$ cat src/rtl/sat_counter.sv
// Saturating up-counter with a synchronous clear that takes priority over
// an increment in the same cycle.
module sat_counter #(
  parameter int CNT_W = 16
) (
  input  logic             clk,
  input  logic             rst_n,
  input  logic             inc,
  input  logic             clr,
  output logic [CNT_W-1:0] cnt
);

  // Count up on inc, hold at all-ones, clear wins over increment.
  always_ff @(posedge clk or negedge rst_n) begin
    if (!rst_n) begin
      cnt <= '0;
    end else if (clr) begin
      cnt <= '0;
    end else if (inc && (cnt != '1)) begin
      cnt <= cnt + 1'b1;
    end
  end

endmodule

$ cat config.mk
export PLATFORM = sky130hd
export DESIGN_NAME = sat_counter
export DESIGN_NICKNAME = d
export VERILOG_FILES = /design/src/rtl/sat_counter.sv
export SDC_FILE = /design/constraint.sdc
export NUM_CORES = 1
export LEC_CHECK = 0
export ABC_AREA = 1
export CAP_MARGIN = 5
export CORE_MARGIN = 1.5
export CORE_UTILIZATION = 50
export CTS_CLUSTER_DIAMETER = 100
export DETAILED_ROUTE_END_ITERATION = 7
export PLACE_DENSITY = 0.77
export SYNTH_ARGS = -nofsm -noshare
export SYNTH_HDL_FRONTEND = slang
export SYNTH_SLANG_ARGS = --single-unit
$ cat constraint.sdc
create_clock -name clk -period 2 [get_ports clk]
set_input_delay 0.3 -clock clk [delete_from_list [all_inputs] [get_ports clk]]
set_output_delay 0.3 -clock clk [all_outputs]
set_load 0.05 [all_outputs]
==> metrics.md <==
| Metric | Value |
|---|---|
| Boundary Pins | `20` |
| Buf/Inv on CP | `1` |
| Final worst path period share | `between 90% and 100%` |
| Cell Area, Placed | `1240 µm²` |
| Final Hold Fails | `0` |
| Die Span X | `approximately 49 µm` |
| Critical-path cell with the highest stage delay | `clkdlybuf4s50_1` |
| CP Cell Sequence | `clkdlybuf4s50_1` |
| Reg-to-reg critical path startpoint | `cnt[0]` |
| Predominant post-synthesis flop cell | `dfrtp_1` |
| Number of synthesized register bits | `16` |
| CP required | `~1.7 ns` |
| Post-route cell area | `1280 µm²` |
| Placer congestion estimate | `a little under 0.9` |
| Reg clk slew, reported paths | `0.10 ns` |
| Crit Path Class | `reg2out` |
| I/O Buffers | `19` |
| R2r endpoint | `cnt[8]` |
| Syn Inst Count | `between 100 and 150` |
| P per Cell Area | `477 nW/µm²` |
| Crit path to | `cnt[7]` |
| CP startpoint | `cnt[7]` |
| Hold buffers post-CTS | `0` |
| Total track usage | `21.5%` |
| Delay of the slowest cell on the worst path | `0.85 ns` |
| Leading area contributor after synthesis | `dfrtp_1` |
| Layout Skew | `approximately 0.0052 ns` |
| Share of cells above drive strength 1 | `9.70%` |
| CP delay by family, top | `buffers and inverters` |
| Switch share | `25.0%` |
| Max IR drop VDD | `roughly 0.41 mV` |
| Drt initial violations | `26` |
| Syn. warnings | `0` |
| CTS resizes | `1` |
| Worst slew margin | `about 64%` |
| Clock Tree Root | `clkbuf_4` |
| Largest net degree at the start of global routing | `15` |
| Largest register FFs | `16` |
| Reg2Reg Setup Slack | `~0.20 ns` |
| Leak | `between 0.5 and 0.6 nW` |
| Async set-or-reset flop fraction in the synthesized netlist | `between 90% and 100%` |
| Die height | `between 40 and 50 µm` |
| DR pass1 iterations | `4` |
| Initial core utilization | `52.9%` |
| Top reg by flops | `cnt` |
| RSZ-0062 raised after global routing | `no` |
| Commonest cells post-synth | `nand2_1 (55), dfrtp_1 (16), nor2_1 (14)` |
| Die footprint | `roughly 2400 µm²` |
| TritonCTS sink count | `16` |
| Net Count, Synth | `between 100 and 150` |
| Synth top area share | `roughly two fifths` |
| Post-CTS setup buffer count | `0` |
| Most common cell in the synthesized netlist | `nand2_1` |
| H-Tree Depth | `1` |
| Worst Setup Start Kind | `flop` |
| Period minus WS final | `roughly 1.9 ns` |
| Total grt overflow | `0` |
| Routed len/inst | `roughly 12 µm` |
| P_int | `between 0.4 and 0.5 mW` |
| Endpoints failing setup | `0` |
| Via count | `between 1,000 and 1,500` |
| Worst R2R Path Depth | `8` |
| Synth area leaders | `dfrtp_1 (39%), nand2_1 (20%), nand3_1 (5.8%), nand4_1 (5.4%), nor2_1 (5.1%)` |
| Insertion delay to the later sink of the worst-skew pair | `between 0.2 and 0.3 ns` |
| Setup slack at placement | `-0.0131 ns` |
| CTS tree | `built` |
| CTS buffer count | `3` |
| CORE AREA | `around 2000 µm²` |
| ANT nets after route | `0` |
| First-pass GRT wire length | `approximately 4 mm` |
| Synthesized area | `approximately 1000 µm²` |
| Max Cap Violations | `0` |
| Number of diodes | `0` |
| Hold crit path type | `in2async` |
| Distinct cells, synth | `23` |
| Layout overhead on the synthesized area | `23.3%` |
| Clock Path Buffers | `2` |
| Final #Nets | `between 150 and 200` |
| Flop pwr share | `between 50% and 60%` |
| Seq/Total Area, Yosys | `38.6%` |
| Remaining DRCs | `0` |
| Combinational share of power | `a little over a tenth` |
| Setup ws final | `approximately 0.081 ns` |
| Max-slew violation count | `0` |
| Total Wirelength | `between 2 and 2.5 mm` |
| WP data arrival | `between 1.5 and 2 ns` |
| Post-DP HPWL | `1.75 mm` |
| Fmax achieved | `521 MHz` |
| Stages on worst setup path | `1` |
| CP max FO | `7` |
| Cell Rows | `16` |
| EDFF count, synth | `0` |
| Vias/cell | `between 5 and 6` |
| Worst Setup End Kind | `output pin` |
| Clk pwr share | `approximately a third` |
| Avg Synthesized Cell Area | `just over 7 µm²` |
| Status | `completed` |
| Vias in the first global route | `925` |
| NetSw | `between 0.15 and 0.2 mW` |
| Worst-Margin Slew | `roughly 0.54 ns` |
| Top Registers | `cnt x16` |
| Initial antenna violation count | `0` |
[worst min-delay path by stage]
stage	startpoint	end	slack, ns	cells after the start
after floorplan	rst_n	cnt[0]	0.004	0
after global placement	cnt[1]	cnt[1]	0.53	2
after detailed placement	cnt[9]	cnt[9]	0.55	2
after CTS	rst_n	cnt[11]	0.31	1
after global routing	rst_n	cnt[5]	0.33	1
final	rst_n	cnt[7]	0.29	1
[power groups by stage]
| stage | Combinational [mW] | Clock [mW] | Sequential, mW |
|---|---|---|---|
| floorplan | 0.0279 | 0 | 0.349 |
| global placement | 0.0623 | 0 | 0.337 |
| detailed placement | 0.0641 | 0 | 0.337 |
| CTS | 0.0647 | 0.219 | 0.331 |
| global route | 0.0700 | 0.240 | 0.331 |
| finish | 0.0640 | 0.215 | 0.331 |
[logic make-up after synthesis]
kind of cell	after synthesis	synth area share (%)
simple gates	98	42.8
buf+inv	16	7.72
flops	16	38.6
compound gates	8	5.43
xor+xnor	5	4.22
fa+ha+maj	1	1.21
[cell type report]
| class | count | area (µm²) |
|---|---|---|
| clock buffer | 4 | 36.3 |
| timing repair buffer | 20 | 198 |
| fill | 184 | 683 |
| sequential | 16 | 400 |
| multi-input combinational | 112 | 559 |
| tap | 27 | 33.8 |
| inverter | 13 | 51.3 |
[per-stage QoR]
stage | total power, mW | hold WS [ns] | std cells | setup TNS (ns) | utilization (%)
final | 0.609 | 0.291 | 192 | 0 | 65.2
after global placement | 0.399 | 0.526 | 188 | 0 | 63.2
after floorplan | 0.377 | 0.00441 | 144 | 0 | -
after global routing | 0.641 | 0.329 | 192 | 0 | 65.2
after CTS | 0.615 | 0.306 | 192 | 0 | 65.2
after detailed placement | 0.401 | 0.547 | 188 | -0.0131 | 63.2
[routing by layer]
metal	global-route usage [%]	share of wire, %	vias to the layer above
li1	-	-	505
met1	24.6	44	481
met2	37.5	48	26
met3	7.41	5.5	6
met4	7.14	1.9	0
met5	0	0	-
[placed cells by master, fill, tap and decap left out]
master and n:
nor2_2 1, clkbuf_4 3, nor3_1 1, buf_4 1
clkdlybuf4s50_1 19, o21ai_0 4, nand4_1 9, o21ai_4 1
nand3_1 12, clkbuf_8 1, a21oi_1 1, nand2_1 55
or2_2 1, dfrtp_1 16, inv_4 1, nor2_1 13
o21bai_1 2, nor2_4 2, inv_1 11, nand2_4 2
ha_1 1, xnor2_1 2, inv_2 1, xor2_1 3
nand2_2 2
Power figures use the tool's default switching activity.
